$ cat config.mk
export PLATFORM = sky130hd
export DESIGN_NAME = picobus128_arbiter
export DESIGN_NICKNAME = d
export VERILOG_FILES = /design/src/rtl/picobus128_pkg.sv /design/src/rtl/picobus128_arbiter_rr_picker.sv /design/src/rtl/picobus128_arbiter.sv
export SDC_FILE = /design/constraint.sdc
export NUM_CORES = 1
export LEC_CHECK = 0
export CAP_MARGIN = 30
export CORE_AREA = 3 3 415 417
export DETAILED_ROUTE_END_ITERATION = 10
export DIE_AREA = 0 0 418 420
export DONT_BUFFER_PORTS = 1
export PLACE_DENSITY_LB_ADDON = 0.1
export SETUP_SLACK_MARGIN = 0.4
export SLEW_MARGIN = 20
export SYNTH_ARGS = -nofsm -noshare
export SYNTH_HDL_FRONTEND = slang
export SYNTH_SLANG_ARGS = --single-unit
$ cat constraint.sdc
create_clock -name PicoClk -period 3.06 [get_ports PicoClk]
set_input_delay 0.306 -clock PicoClk [delete_from_list [all_inputs] [get_ports PicoClk]]
set_output_delay 0.306 -clock PicoClk [all_outputs]
set_load 0.1 [all_outputs]
$ cat src/rtl/picobus128_pkg.sv
// rtl/picobus128_pkg.sv - shared PicoBus widths and arbiter FSM state encoding
package picobus128_pkg;

  localparam int PICO_ADDR_W = 32;
  localparam int PICO_DATA_W = 128;

  typedef enum logic [1:0] {
    IDLE  = 2'd0,
    ISSUE = 2'd1,
    RDCAP = 2'd2,
    RESP  = 2'd3
  } picoState_t;

endpackage

$ cat src/rtl/picobus128_arbiter_rr_picker.sv
// rtl/picobus128_arbiter_rr_picker.sv - combinational round-robin winner select
// Search begins one past ptr so the most recently granted requester ranks last.
module rr_picker #(
  parameter int NREQ = 4,
  parameter int IDXW = $clog2(NREQ)
) (
  input  logic [NREQ-1:0] reqValid,
  input  logic [IDXW-1:0] ptr,
  output logic [NREQ-1:0] grant,
  output logic [IDXW-1:0] grantIdx
);

  logic            found;
  logic [IDXW-1:0] cand;

  always_comb begin
    grant    = '0;
    grantIdx = '0;
    found    = 1'b0;
    cand     = '0;
    for (int k = 1; k <= NREQ; k++) begin
      cand = IDXW'((int'(ptr) + k) % NREQ);
      if (!found && reqValid[cand]) begin
        found       = 1'b1;
        grant[cand] = 1'b1;
        grantIdx    = cand;
      end
    end
  end

endmodule

$ cat src/rtl/picobus128_arbiter.sv
// rtl/picobus128_arbiter.sv - round-robin arbiter sharing one 128-bit PicoBus master port
// One transaction in flight at a time; reads return data to the originating requester.
module picobus128_arbiter
  import picobus128_pkg::*;
#(
  parameter int NREQ = 4
) (
  input  logic                        PicoClk,
  input  logic                        PicoRst,
  input  logic [NREQ-1:0]             req_valid,
  output logic [NREQ-1:0]             req_ready,
  input  logic [NREQ-1:0]             req_wr,
  input  logic [PICO_ADDR_W*NREQ-1:0] req_addr,
  input  logic [PICO_DATA_W*NREQ-1:0] req_wdata,
  output logic [NREQ-1:0]             rsp_valid,
  output logic [PICO_DATA_W-1:0]      rsp_data,
  output logic [PICO_ADDR_W-1:0]      BusAddr,
  output logic [PICO_DATA_W-1:0]      BusWrData,
  output logic                        BusRd,
  output logic                        BusWr,
  input  logic [PICO_DATA_W-1:0]      BusRdData
);

  localparam int IDXW = $clog2(NREQ);

  picoState_t             state;
  picoState_t             nextState;
  logic [IDXW-1:0]        ptr;
  logic [IDXW-1:0]        idxQ;
  logic                   wrQ;
  logic [PICO_ADDR_W-1:0] addrQ;
  logic [PICO_DATA_W-1:0] wdataQ;
  logic [PICO_DATA_W-1:0] rspDataQ;
  logic [NREQ-1:0]        pickGrant;
  logic [IDXW-1:0]        pickIdx;
  logic                   handshake;

  rr_picker #(
    .NREQ(NREQ),
    .IDXW(IDXW)
  ) u_picker (
    .reqValid(req_valid),
    .ptr     (ptr),
    .grant   (pickGrant),
    .grantIdx(pickIdx)
  );

  assign handshake = |(req_valid & req_ready);
  assign rsp_data  = rspDataQ;

  always_ff @(posedge PicoClk) begin
    if (PicoRst) begin
      state <= IDLE;
    end else begin
      state <= nextState;
    end
  end

  // Reset has priority over the RDCAP capture, so a dropped read leaves rsp_data cleared.
  always_ff @(posedge PicoClk) begin
    if (PicoRst) begin
      ptr      <= IDXW'(NREQ - 1);
      idxQ     <= '0;
      wrQ      <= 1'b0;
      addrQ    <= '0;
      wdataQ   <= '0;
      rspDataQ <= '0;
    end else begin
      if (handshake) begin
        ptr    <= pickIdx;
        idxQ   <= pickIdx;
        wrQ    <= req_wr[pickIdx];
        addrQ  <= req_addr[int'(pickIdx)*PICO_ADDR_W +: PICO_ADDR_W];
        wdataQ <= req_wdata[int'(pickIdx)*PICO_DATA_W +: PICO_DATA_W];
      end
      if (state == RDCAP) begin
        rspDataQ <= BusRdData;
      end
    end
  end

  always_comb begin
    nextState = state;
    unique case (state)
      IDLE:    if (handshake) nextState = ISSUE;
      ISSUE:   nextState = wrQ ? IDLE : RDCAP;
      RDCAP:   nextState = RESP;
      RESP:    nextState = IDLE;
      default: nextState = IDLE;
    endcase
  end

  // Bus strobes come straight from the state register; only req_ready is masked by reset.
  always_comb begin
    req_ready = '0;
    rsp_valid = '0;
    BusRd     = 1'b0;
    BusWr     = 1'b0;
    BusAddr   = '0;
    BusWrData = '0;
    unique case (state)
      IDLE: begin
        if (!PicoRst) req_ready = pickGrant;
      end
      ISSUE: begin
        BusWr   = wrQ;
        BusRd   = !wrQ;
        BusAddr = addrQ;
        if (wrQ) BusWrData = wdataQ;
      end
      RESP: begin
        rsp_valid[idxQ] = 1'b1;
      end
      default: ;
    endcase
  end

endmodule

# == After elaboration in Yosys (flattened, before gate mapping) ==
# Index checks and enable logic that the tools add are counted.
# classes
n_reduce_logical,14
magnitude_cmp,11
shift,2
n_div,0
n_addsub,4
n_mul,0
eq_ne,4
bitwise_logic,4
mux,42
# ops
op,count
512-bit by 10-bit variable part select with 128-bit output,1
128-bit two-way mux,2
128-bit by 8-bit variable part select with 32-bit output,1
32-bit two-way mux,1
4-bit two-way mux,7
2-bit by 3-bit less-than comparator with 1-bit output (second input constant),6
1-bit two-way mux,15
2-bit two-way mux,6
4-bit bitwise OR,3
1-bit binary-select mux with 2-bit select,5
1-bit demux with 2-bit select,5
2-bit by 1-bit >= comparator with 1-bit output (second input constant),5
1-bit logical AND,8
2-bit one-hot mux with 4 select lines,1
2-bit by 1-bit adder with 2-bit output (second input constant),2
2-bit adder (second input constant),2
4-bit bitwise AND,1
2-bit equality test (second input constant),2
1-bit zero test,4
4-bit OR reduction,1
2-bit by 1-bit equality test with 1-bit output (second input constant),1
2-bit zero test,1
2-bit inequality test (second input constant),1
# word_totals
elab_cells,88
memories,0
regBits,295
rom_bits,0
output_inout_bits,298
ramBits,0
inputBits,778
latchBits,0

# == Logic depth before layout (Yosys ltp) ==
# Gate-level depths: netlist of run 1.
# depth
ltp_word,19
ltp_mapped,13
mapped_depth_nobuf,8

# == Cells and area by module ==
# Synthesis of run 1 repeated with hierarchy kept, for this count alone.
# hier_totals
cells_unflattened,1571
hier_area_um2,16470.8
# by_module_without_submodules
module,cells_per_inst,area_each_um2,seq_area_each_um2,instances
picobus128_arbiter,1503,15925.3,5905.7,1
rr_picker,68,545.5,0.0,1

# == Worst setup path after synthesis of run 1 ==
# No wires, ideal clock.
# synth_timing
kind,register -> output
startpoint,reg ptr[0]
endpoint,out req_ready[2]
required_time_ps,2754
stages_incl_launch_ff,9
slack_ps,-866
path_buffers,2
t_arrival_ps,3620
path_cell_list,dfxtp_1 -> buf_2 -> inv_2 -> ha_1 -> buf_4 -> mux2_2 -> mux2i_2 -> nand2_1 -> a31oi_1
# synth_between
elab_chain_cells,15
elab_cells_between_ends,50
cone_classes,4 x add/sub; 8 x order compare; 25 x mux; 3 x bitwise; 10 x reduce/logical
# synth_lines
item,line_no,rtl
"start, declared",picobus128_arbiter.sv:28,logic [IDXW-1:0] ptr;
"start signal, assigned",picobus128_arbiter.sv:62,ptr <= IDXW'(NREQ - 1);
"start signal, assigned",picobus128_arbiter.sv:70,ptr <= pickIdx;
branches (longest 12 deep; another with 2-bit by 3-bit less-than comparator with 1-bit output),--,
4-bit two-way mux *,picobus128_arbiter_rr_picker.sv:23,if (!found && reqValid[cand]) begin
4-bit two-way mux *,picobus128_arbiter.sv:103,if (!PicoRst) req_ready = pickGrant;
4-bit two-way mux *,picobus128_arbiter.sv:101,unique case (state)
"end, declared",picobus128_arbiter.sv:11,"output logic [NREQ-1:0] req_ready,"
# Mark *: on every way between the ends. The select of a mux whose other input is x is not followed.

# == Worst setup path after layout of run 1 ==
# layout_timing
startpoint,reg ptr[0]
endpoint,reg wdataQ[75]
# layout_between
elab_chain_cells,17
elab_cells_between_ends,57
cone_classes,4 x add/sub; 8 x order compare; 1 x shift; 29 x mux; 4 x bitwise; 11 x reduce/logical
# layout_lines
item,line_no,rtl
branches (longest 17 deep; another with 2-bit by 1-bit adder with 2-bit output),--,
"end signal, assigned",picobus128_arbiter.sv:74,wdataQ <= req_wdata[int'(pickIdx)*PICO_DATA_W +: PICO_DATA_W];
"end, declared",picobus128_arbiter.sv:32,logic [PICO_DATA_W-1:0] wdataQ;
# Several ways; the timed one is not identified. The select of a mux whose other input is x is not followed.
# A chain may end at the register's enable or synchronous reset.

==> results of run 1 <==
[worst paths after layout]
kind / start / endpoint / depth (start not counted)
setup / recovery: ptr[0]$_SDFFE_PP1P_ / wdataQ[75]$_SDFFE_PP0P_ / 12
hold / removal: req_wdata[32] / wdataQ[32]$_SDFFE_PP0P_ / 2
setup reg to reg: ptr[0]$_SDFFE_PP1P_ / wdataQ[75]$_SDFFE_PP0P_ / 12
hold reg to reg: rsp_data[57]$_SDFFE_PP0P_ / rsp_data[57]$_SDFFE_PP0P_ / 2
[sequential cells by signal, indices dropped and copies added (netlist names), named ones only]
signal / flops
state: 1
idxQ: 2
wdataQ: 128
addrQ: 32
wrQ: 1
rsp_data: 128
ptr: 2
[worst reg2reg max path: cells and delay by family (launching register included)]
kind	cells	cell delay, ns
AOI/OAI and AO/OA	2	0.41
adders and majority gates	1	0.30
buffers and inverters	5	0.76
DFF	1	0.38
muxes	2	0.89
and+or+nand+nor	2	0.15
[final cells by class]
class                   instances  share of cell area, %
flip-flops and latches        295                   19.4
clock inverters                16                  0.705
clock buffers                  61                   4.11
inverters                       6                 0.0902
repair buffers                745                   31.0
well taps                    2218                   9.10
multi-input cells            1130                   35.5
diodes                         13                  0.107
[metal layers]
metal / track usage [%] / share of wire [%] / vias up
li1: - / - / 7030
met1: 12.2 / 38 / 8028
met2: 20.1 / 53 / 703
met3: 3.76 / 7.3 / 138
met4: 2.43 / 1.8 / 34
met5: 0 / 0.20 / -
[power by group through the flow]
stage          clock network, mW  logic [mW]  registers [mW]
2_1_floorplan                  0        9.51            7.48
3_3_place_gp                   0        12.6            7.86
3_5_place_dp                   0        13.0            7.68
4_1_cts                     5.68        17.6            7.63
5_1_grt                     5.78        19.9            7.72
6_report                    5.38        18.8            7.60
[logic make-up (layout without fill, tap and decap cells)]
logic type	count (synthesis)	in the layout	synth area share, %
AO/OA/AOI/OAI	163	163	5.20
AND/OR/NAND/NOR	624	625	18.7
flip-flops	295	295	34.6
multiplexers	334	334	35.7
adder cells (fa/ha/maj)	8	8	0.587
buffers and inverters	160	828	5.16
other	0	13	0
[cell usage after synthesis (6+ instances only)]
library cell    n
and2_1         33
nor2_1         10
o21ai_0         6
mux2_2         96
clkbuf_1       88
nand2_1       271
and3_1        130
mux2_1          9
buf_4           6
dfxtp_1       295
buf_6          30
mux2_4         61
mux4_1         68
mux4_2         96
buf_2          25
a21oi_1       135
nor2b_1       165
ha_1            8
[through the flow]
stage	worst slack (ns)	util [%]	instance area (µm²)	TNS (ns)	hold WS [ns]
finish	0.0775	18.0	30500	0	0.0763
global route	-0.0558	18.0	30500	-1.86	0.0247
CTS	0.0528	17.3	29200	0	-0.198
detailed placement	-0.00360	13.2	22300	-0.00360	0.447
global placement	-0.00305	13.0	22000	-0.00305	0.445
floorplan	0.219	-	17200	0	0.442
[timing repair]
action / CTS / global route
endpoints found under the setup margin: 221 / 296
resized for setup: 123 / 213
setup buffers: 31 / 13
hold buffers: 395 / 2
pin swaps: 11 / 7
hold endpoints to repair: 221 / 56
cloned: 28 / 10
==> flow_summary.ini, run 1 <==
[run_status]
outcome = finished, final reports clean

[placement]
dp_hpwl_um = 72400
dp.cells = 3906
port_buffers = 0
gp_congestion = 0.899

[die]
rows = 151
floorplan.initialDensity_pct = 10.1
ioPinCount = 1076
die_y_um = 420
dieArea_mm2 = 0.176
die_w_um = 418
core_mm2 = 0.169

[synthesis]
synth.yosys.seq_area_share_pct = 34.6
syn_area_mm2 = 0.0171
synth_edf_count = 0
synth_seq_cells = 295
synth_cell_types = 46
yosys-top-cells-area = dfxtp_1, mux4_2, mux4_1
yosysWarnings = 0
synth_area_per_cell_um2 = 10.8
syn-num-nets = 2370
syn_inst = 1584
synth_top_area_share_pct = 34.6
synthArstFlopShare_pct = 0
ys.flop_type = dfxtp_1
synth_top_cell_by_area = dfxtp_1

[critical_path]
endpoint_kind = flip-flop
r2r_setup_slack_ns = 0.08
crit_buf_inv = 5
crit_path_top_delay_cell = mux4_2
crit_type = reg2reg
crit_family = multiplexers
crit_chain = inv_6 -> ha_4 -> buf_6 -> mux4_2 -> buf_4 -> nand2_2 -> o21ai_2 -> nand3_1 -> a41o_4 -> clkbuf_16 -> buf_12 -> mux2_2
critPathArrivalTime_ns = 3.47
slowest_delay_ns = 0.54
crit_fanout = 11
cp-start-kind = flip-flop
required_ns = 3.55

[timing]
clock_skew_ns = 0.0167
final_max_slew_viol_count = 0
hold_violations = 0
setup_viol = 0
maxSlewHeadroom_pct = 30.6
fin_crit_sh_pct = 97.5
rsz0062_at_grt = yes
max_freq_mhz = 335
tightest_slew_ns = 1.04
fin_crit_ns = 2.98

[detailed_routing]
viasPerCell = 3.55
wirelength_um = 107000
wl_per_cell_um = 23.8
via_count = 15900
drt_pass1_iterations = 7
drtAntennaViolNets = 0
drc = 0
drtIter0Drc = 890

[power_and_ir_drop]
power_density_mw_per_mm2 = 1040
leakage_nw = 12.2
power_frac_clock_pct = 16.9
p_int_mw = 18.5
p_seq_share_pct = 23.9
vdd_drop_max_uv = 622
switchingPower_mw = 13.3
power_mw = 31.8
p_comb_share_pct = 59.2
swShare_pct = 41.9

[finish]
syn_to_final_growth_pct = 78.8
layout_common_cells = dlygate4sd3_1, dfxtp_1, nand2_1
instances_no_fill = 4484
layout-drive-gt1-share_pct = 33.6
register_area_mm2 = 0.00591
layout_commonest_cell = dlygate4sd3_1
multi_input_area_mm2 = 0.0108
nNetsFinal = 3008
n_fill_cell = 18600

[cts]
tritoncts.num_buffers = 44
insertion_delay_ns = 0.60
ctsHtreeMaxLevel = 2
cts_tree = built
clock_path_buffers = 3
cts_root_buffer = clkbuf_16
clkSinkCount = 295
cts.clk_slew.worst_paths_ns = 0.06

[global_route]
grt_pass1_wl_um = 137000
grt_max_degree = 299
grt_antenna_before_repair = 44
grt.overflow.total = 0
grt_pass1_vias = 16500
grt_usage_pct = 11.0

[min_path]
hold_class = in2reg

[flow_run]
cap_violations = 0
Note: power is estimated with default switching activity, not from simulation.
==> run 2, diff against run 1 <==
--- a/config.mk
+++ b/config.mk
@@ -5,14 +5,17 @@
 export SDC_FILE = /design/constraint.sdc
 export NUM_CORES = 1
 export LEC_CHECK = 0
+export ABC_AREA = 1
 export CAP_MARGIN = 30
-export CORE_AREA = 3 3 415 417
+export CORE_AREA = 3 3 413 415
 export DETAILED_ROUTE_END_ITERATION = 10
-export DIE_AREA = 0 0 418 420
+export DIE_AREA = 0 0 416 418
 export DONT_BUFFER_PORTS = 1
+export GPL_TIMING_DRIVEN = 0
 export PLACE_DENSITY_LB_ADDON = 0.1
 export SETUP_SLACK_MARGIN = 0.4
 export SLEW_MARGIN = 20
 export SYNTH_ARGS = -nofsm -noshare
 export SYNTH_HDL_FRONTEND = slang
 export SYNTH_SLANG_ARGS = --single-unit
+export TNS_END_PERCENT = 10
==> flow_summary.ini, run 2 <==
[run_status]
outcome = finished, final reports clean

[power_and_ir_drop]
power_density_mw_per_mm2 = 1300
swShare_pct = 57.3
switchingPower_mw = 24.1
power_mw = 42.1
leakage_nw = 13.9
p_int_mw = 18.0
p_seq_share_pct = 20.4
vdd_drop_max_uv = 542
p_comb_share_pct = 67.0
power_frac_clock_pct = 12.6

[timing]
fin_ws_ns = 0.134
holdWs_ns = 0.0348
fin_crit_ns = 2.93
rsz0062_at_grt = yes
clock_skew_ns = 0.0597
final.setup.tns_ns = 0
setup_viol = 0
hold_violations = 0
fin_crit_sh_pct = 95.6
tightest_slew_ns = 1.06
final_max_slew_viol_count = 0
max_freq_mhz = 342
maxSlewHeadroom_pct = 29.3

[die]
die_y_um = 418
die_w_um = 416
floorplan.initialDensity_pct = 10.7
dieArea_mm2 = 0.174
core_mm2 = 0.167
ioPinCount = 1076
rows = 150

[cts]
clock_path_buffers = 3
ctsHtreeMaxLevel = 2
cts_root_buffer = clkbuf_16
cts_tree = built
clkSinkCount = 295
cts.clk_slew.worst_paths_ns = 0.06
insertion_delay_ns = 0.64
tritoncts.num_buffers = 45

[finish]
nNetsFinal = 4633
layout_common_cells = nand2_1, nor2_1, dfxtp_1
syn_to_final_growth_pct = 80.0
multi_input_area_mm2 = 0.0123
register_area_mm2 = 0.00592
layout_commonest_cell = nand2_1
layout-drive-gt1-share_pct = 22.0
n_fill_cell = 19200
instances_no_fill = 6095

[synthesis]
synth.yosys.seq_area_share_pct = 32.9
synth_most_common_cell = nand2_1
syn_area_mm2 = 0.0179
synth_seq_cells = 295
ys.flop_type = dfxtp_1
synthArstFlopShare_pct = 0
synth.top_cells.by_count = nand2_1, nor2_1, dfxtp_1
yosys-top-cells-area = nand2_1, dfxtp_1, nor2_1
synth_top_area_share_pct = 33.7
synth_edf_count = 0
syn_inst = 3292
synth_area_per_cell_um2 = 5.44
syn-num-nets = 4078
synth_top_cell_by_area = nand2_1
synth_cell_types = 23
yosysWarnings = 0

[placement]
dp_hpwl_um = 124000
gp_congestion = 0.911
dp.cells = 5684
pre_cts_slack_ns = -1.78
port_buffers = 0

[detailed_routing]
drc = 0
wl_per_cell_um = 25.2
viasPerCell = 3.76
drt_pass1_iterations = 6
via_count = 22900
wirelength_um = 154000
drtIter0Drc = 1422
drtAntennaViolNets = 0

[critical_path]
cp-start-kind = flip-flop
crit_fanout = 5
endpoint_kind = primary output
required_ns = 2.75
critPathArrivalTime_ns = 2.62
crit_type = reg2out

[global_route]
grt_pass1_vias = 23700
grt.overflow.total = 0
grt_antenna_before_repair = 34
grt_usage_pct = 16.8
grt_pass1_wl_um = 204000
grt_max_degree = 15

[flow_run]
cap_violations = 0

[min_path]
hold_class = in2reg
run 2: cell count changes after synthesis, moves of 84 or more:
cell / delta
nor2b_1: -165
nand2_1: +1336
mux2_2: -96
mux4_2: -96
nor2_1: +703
a21oi_1: -113
and3_1: -130
o21ai_0: +183
o21ai_1: +84
run 2: power groups by stage:
stage	Sequential, mW	Clock (mW)	Combinational (mW)
2_1_floorplan	9.46	0	11.2
4_1_cts	8.79	5.58	27.5
5_1_grt	8.70	5.70	30.9
3_5_place_dp	8.85	0	22.3
3_3_place_gp	10.0	0	19.4
6_report	8.57	5.30	28.2
run 2: area by class of cell:
type / count / share of cell area [%]
diodes: 13 / 0.101
plain buffers: 235 / 5.94
clock buffers: 67 / 4.09
clock inverters: 11 / 0.392
inverters: 56 / 0.842
multi-input cells: 2706 / 38.0
flip-flops and latches: 295 / 18.3
well taps: 2204 / 8.55
repair buffers: 507 / 23.7
repair inverters: 1 / 0.0272
run 2: through the flow:
step                util [%]  area, µm²
floorplan                  -      17900
CTS                     18.8      31300
global route            19.3      32200
finish                  19.3      32300
global placement        12.4      20700
detailed placement      15.2      25400
run 2: repair_timing:
item,in CTS,in global routing
hold endpoints to repair,182,0
cloned,14,3
pin swaps,95,82
buffers inserted,51,6
setup endpoints to repair,332,329
gates resized for setup,416,202
hold buffers,224,0
run 2: critical path: stages (launching register included):
cell and delay (ns):
dfxtp_4 0.35, clkinvlp_4 0.12, ha_4 0.33, inv_4 0.06, nand3_4 0.09, nand2_4 0.08, nor2_4 0.14, buf_6 0.15
nand3_2 0.08, nand3_2 0.12, nand2_2 0.07, clkinvlp_4 0.39
run 2: final timing paths:
kind                                             start                       to  slack [ns]  cells after the start
worst min-delay path                     req_addr[118]   addrQ[22]$_SDFFE_PP0P_        0.03                      6
worst max-delay path               ptr[1]$_SDFFE_PP1P_             req_ready[2]        0.13                     11
worst max register to register     ptr[1]$_SDFFE_PP1P_  wdataQ[24]$_SDFFE_PP0P_        0.20                     21
worst min register to register  addrQ[11]$_SDFFE_PP0P_   addrQ[11]$_SDFFE_PP0P_        0.46                      2
run 2: logic make-up (layout without fill, tap and decap cells):
| kind of cell | after synthesis | in the layout | synth area share [%] |
|---|---|---|---|
| compound gates | 300 | 300 | 8.45 |
| buf+inv | 291 | 877 | 7.14 |
| simple gates | 2398 | 2398 | 50.9 |
| flops | 295 | 295 | 32.9 |
| other cells | 0 | 13 | 0 |
| fa+ha+maj | 8 | 8 | 0.558 |
run 2: routing by layer:
layer,GRT usage [%],share of wire (%),up-vias
met2,30.0,51,689
met4,2.89,1.5,16
met1,20.8,42,10900
met3,3.88,5.8,127
li1,-,-,11200
met5,0,0.070,-
==> run 3, diff against run 2 <==
--- a/config.mk
+++ b/config.mk
@@ -7,9 +7,9 @@
 export LEC_CHECK = 0
 export ABC_AREA = 1
 export CAP_MARGIN = 30
-export CORE_AREA = 3 3 413 415
+export CORE_AREA = 10 10 408 410
 export DETAILED_ROUTE_END_ITERATION = 10
-export DIE_AREA = 0 0 416 418
+export DIE_AREA = 0 0 418 420
 export DONT_BUFFER_PORTS = 1
 export GPL_TIMING_DRIVEN = 0
 export PLACE_DENSITY_LB_ADDON = 0.1
==> flow_summary.ini, run 3 (synthesis results as in run 2) <==
[run_status]
outcome = finished, final reports clean

[cts]
cts_root_buffer = clkbuf_16
ctsHtreeMaxLevel = 2
cts_tree = built
clkSinkCount = 295
insertion_delay_ns = 0.62
cts.clk_slew.worst_paths_ns = 0.06
tritoncts.num_buffers = 44
clock_path_buffers = 3

[die]
core_mm2 = 0.158
die_y_um = 420
dieArea_mm2 = 0.176
ioPinCount = 1076
die_w_um = 418
rows = 146
floorplan.initialDensity_pct = 11.4

[min_path]
min_from = req_wdata[198]
worstHoldEndpoint = wdataQ[70]$_SDFFE_PP0P_
hold_path_depth = 6
hold_class = in2reg

[critical_path]
crit_type = reg2out
required_ns = 2.75
crit_family = buffers and inverters
r2r-end = wdataQ[58]$_SDFFE_PP0P_
critPathArrivalTime_ns = 2.59
slowest_delay_ns = 0.39
r2r-start = ptr[1]$_SDFFE_PP1P_
r2r_cells = 21
cp-start-kind = flip-flop
r2r_setup_slack_ns = 0.18
crit_chain = clkinvlp_4 -> ha_4 -> inv_4 -> nand3_4 -> nand2_4 -> nor2_4 -> buf_6 -> nand3_2 -> nand3_2 -> nand2_2 -> clkinvlp_4
crit_buf_inv = 4
endpoint_kind = primary output
crit_fanout = 5
crit_path_top_delay_cell = clkinvlp_4

[power_and_ir_drop]
vdd_drop_max_uv = 577
power_density_mw_per_mm2 = 1320
leakage_nw = 14.0

[finish]
syn_to_final_growth_pct = 79.9
register_area_mm2 = 0.00592
layout-drive-gt1-share_pct = 23.5
n_fill_cell = 18000
multi_input_area_mm2 = 0.0124
instances_no_fill = 5924
nNetsFinal = 4596
layout_commonest_cell = nand2_1
layout_common_cells = nand2_1, nor2_1, dfxtp_1
fin_util_pct = 20.4

[detailed_routing]
via_count = 23000
drc = 0
drt_pass1_iterations = 5
drtIter0Drc = 1365
wl_per_cell_um = 27.1
viasPerCell = 3.88
drtAntennaViolNets = 0
wirelength_um = 160000

[global_route]
grt_pass1_wl_um = 209000
grt_pass1_vias = 23200
grt_usage_pct = 17.1
grt_antenna_before_repair = 33
grt.overflow.total = 0
grt_max_degree = 14

[timing]
final_max_slew_viol_count = 0
fin_crit_ns = 2.90
rsz0062_at_grt = yes
maxSlewHeadroom_pct = 29.7
tightest_slew_ns = 1.05
setup_viol = 0
hold_violations = 0
clock_skew_ns = 0.0350
max_freq_mhz = 345
fin_crit_sh_pct = 94.7

[placement]
dp_hpwl_um = 131000
gp_congestion = 0.869
port_buffers = 0
dp.cells = 5558

[flow_run]
cap_violations = 0
run 3: cell count changes in the layout (fill, tap and decap cells not counted), moves of 10 or more:
cell / before / now
dlygate4sd3_1: 224 / 176
o21ai_1: 95 / 69
nand2_1: 1469 / 1448
buf_16: 141 / 160
o21ai_0: 156 / 170
o21ai_2: 21 / 34
nand2_2: 107 / 119
buf_8: 55 / 45
run 3: area by class of cell:
cell class / count / area share (%)
antenna: 9 / 0.0698
buffer: 235 / 6.17
clock buffer: 62 / 3.90
clock inverter: 17 / 0.535
inverter: 56 / 0.826
multi-input combinational: 2706 / 38.5
sequential: 295 / 18.3
tap: 2072 / 8.04
timing repair buffer: 472 / 23.6
run 3: metrics by stage:
stage | area [µm²] | setup TNS [ns] | setup WS, ns | hold WS, ns | power [mW]
global route | 32200 | 0 | 0.0411 | 0.0265 | 45.9
detailed placement | 25600 | -252.18 | -1.88 | 0.448 | 31.3
global placement | 20500 | -564.26 | -2.64 | 0.444 | 29.2
finish | 32200 | 0 | 0.161 | 0.0293 | 42.7
CTS | 30700 | 0 | 0.120 | 0.0000927 | 41.3
floorplan | 17900 | 0 | 0.280 | 0.441 | 20.7
run 3: worst max path at each step:
stage / end / slack [ns] / depth (start not counted) / startpoint
detailed placement: wdataQ[3]$_SDFFE_PP0P_ / -1.88 / 18 / ptr[1]$_SDFFE_PP1P_
CTS: req_ready[1] / 0.12 / 11 / ptr[1]$_SDFFE_PP1P_
finish: req_ready[1] / 0.16 / 11 / ptr[1]$_SDFFE_PP1P_
global placement: wdataQ[98]$_SDFFE_PP0P_ / -2.64 / 16 / ptr[1]$_SDFFE_PP1P_
global route: req_ready[1] / 0.04 / 11 / ptr[1]$_SDFFE_PP1P_
floorplan: rsp_valid[0] / 0.28 / 2 / flip-flop
run 3: worst register-to-register path, cell delays in order, from the launching register on:
cell	delay, ns
dfxtp_4	0.37
clkinvlp_4	0.12
ha_4	0.26
inv_4	0.08
nand3_4	0.09
nand2_4	0.12
nor2_4	0.06
buf_6	0.13
buf_4	0.13
nand3_2	0.05
nand3_2	0.08
nor2_4	0.15
buf_12	0.14
inv_16	0.06
buf_16	0.16
buf_12	0.14
buf_12	0.13
buf_6	0.13
nand2_1	0.06
nand2_1	0.07
o21ai_1	0.18
nor2_1	0.06
run 3: layer usage:
metal  part of all wire [%]  track usage, %
met4                    1.7            2.74
met5                  0.084               0
met3                    6.6            4.34
met2                     51            31.0
met1                     40            20.5
run 3: repair_timing:
action                                 CTS  global route
endpoints found under the hold margin  155             0
setup endpoints to repair              334           411
gates cloned                            12            10
gates resized for setup                368           322
hold buffers                           176             0
buffers inserted                        42            17
pin swaps                               65           114
run 3: where the power goes:
| part | total (mW) | switching (mW) | internal (mW) |
|---|---|---|---|
| logic | 29.3 | 18.7 | 10.5 |
| clock network | 5.24 | 2.27 | 2.97 |
| registers | 8.19 | 3.16 | 5.03 |
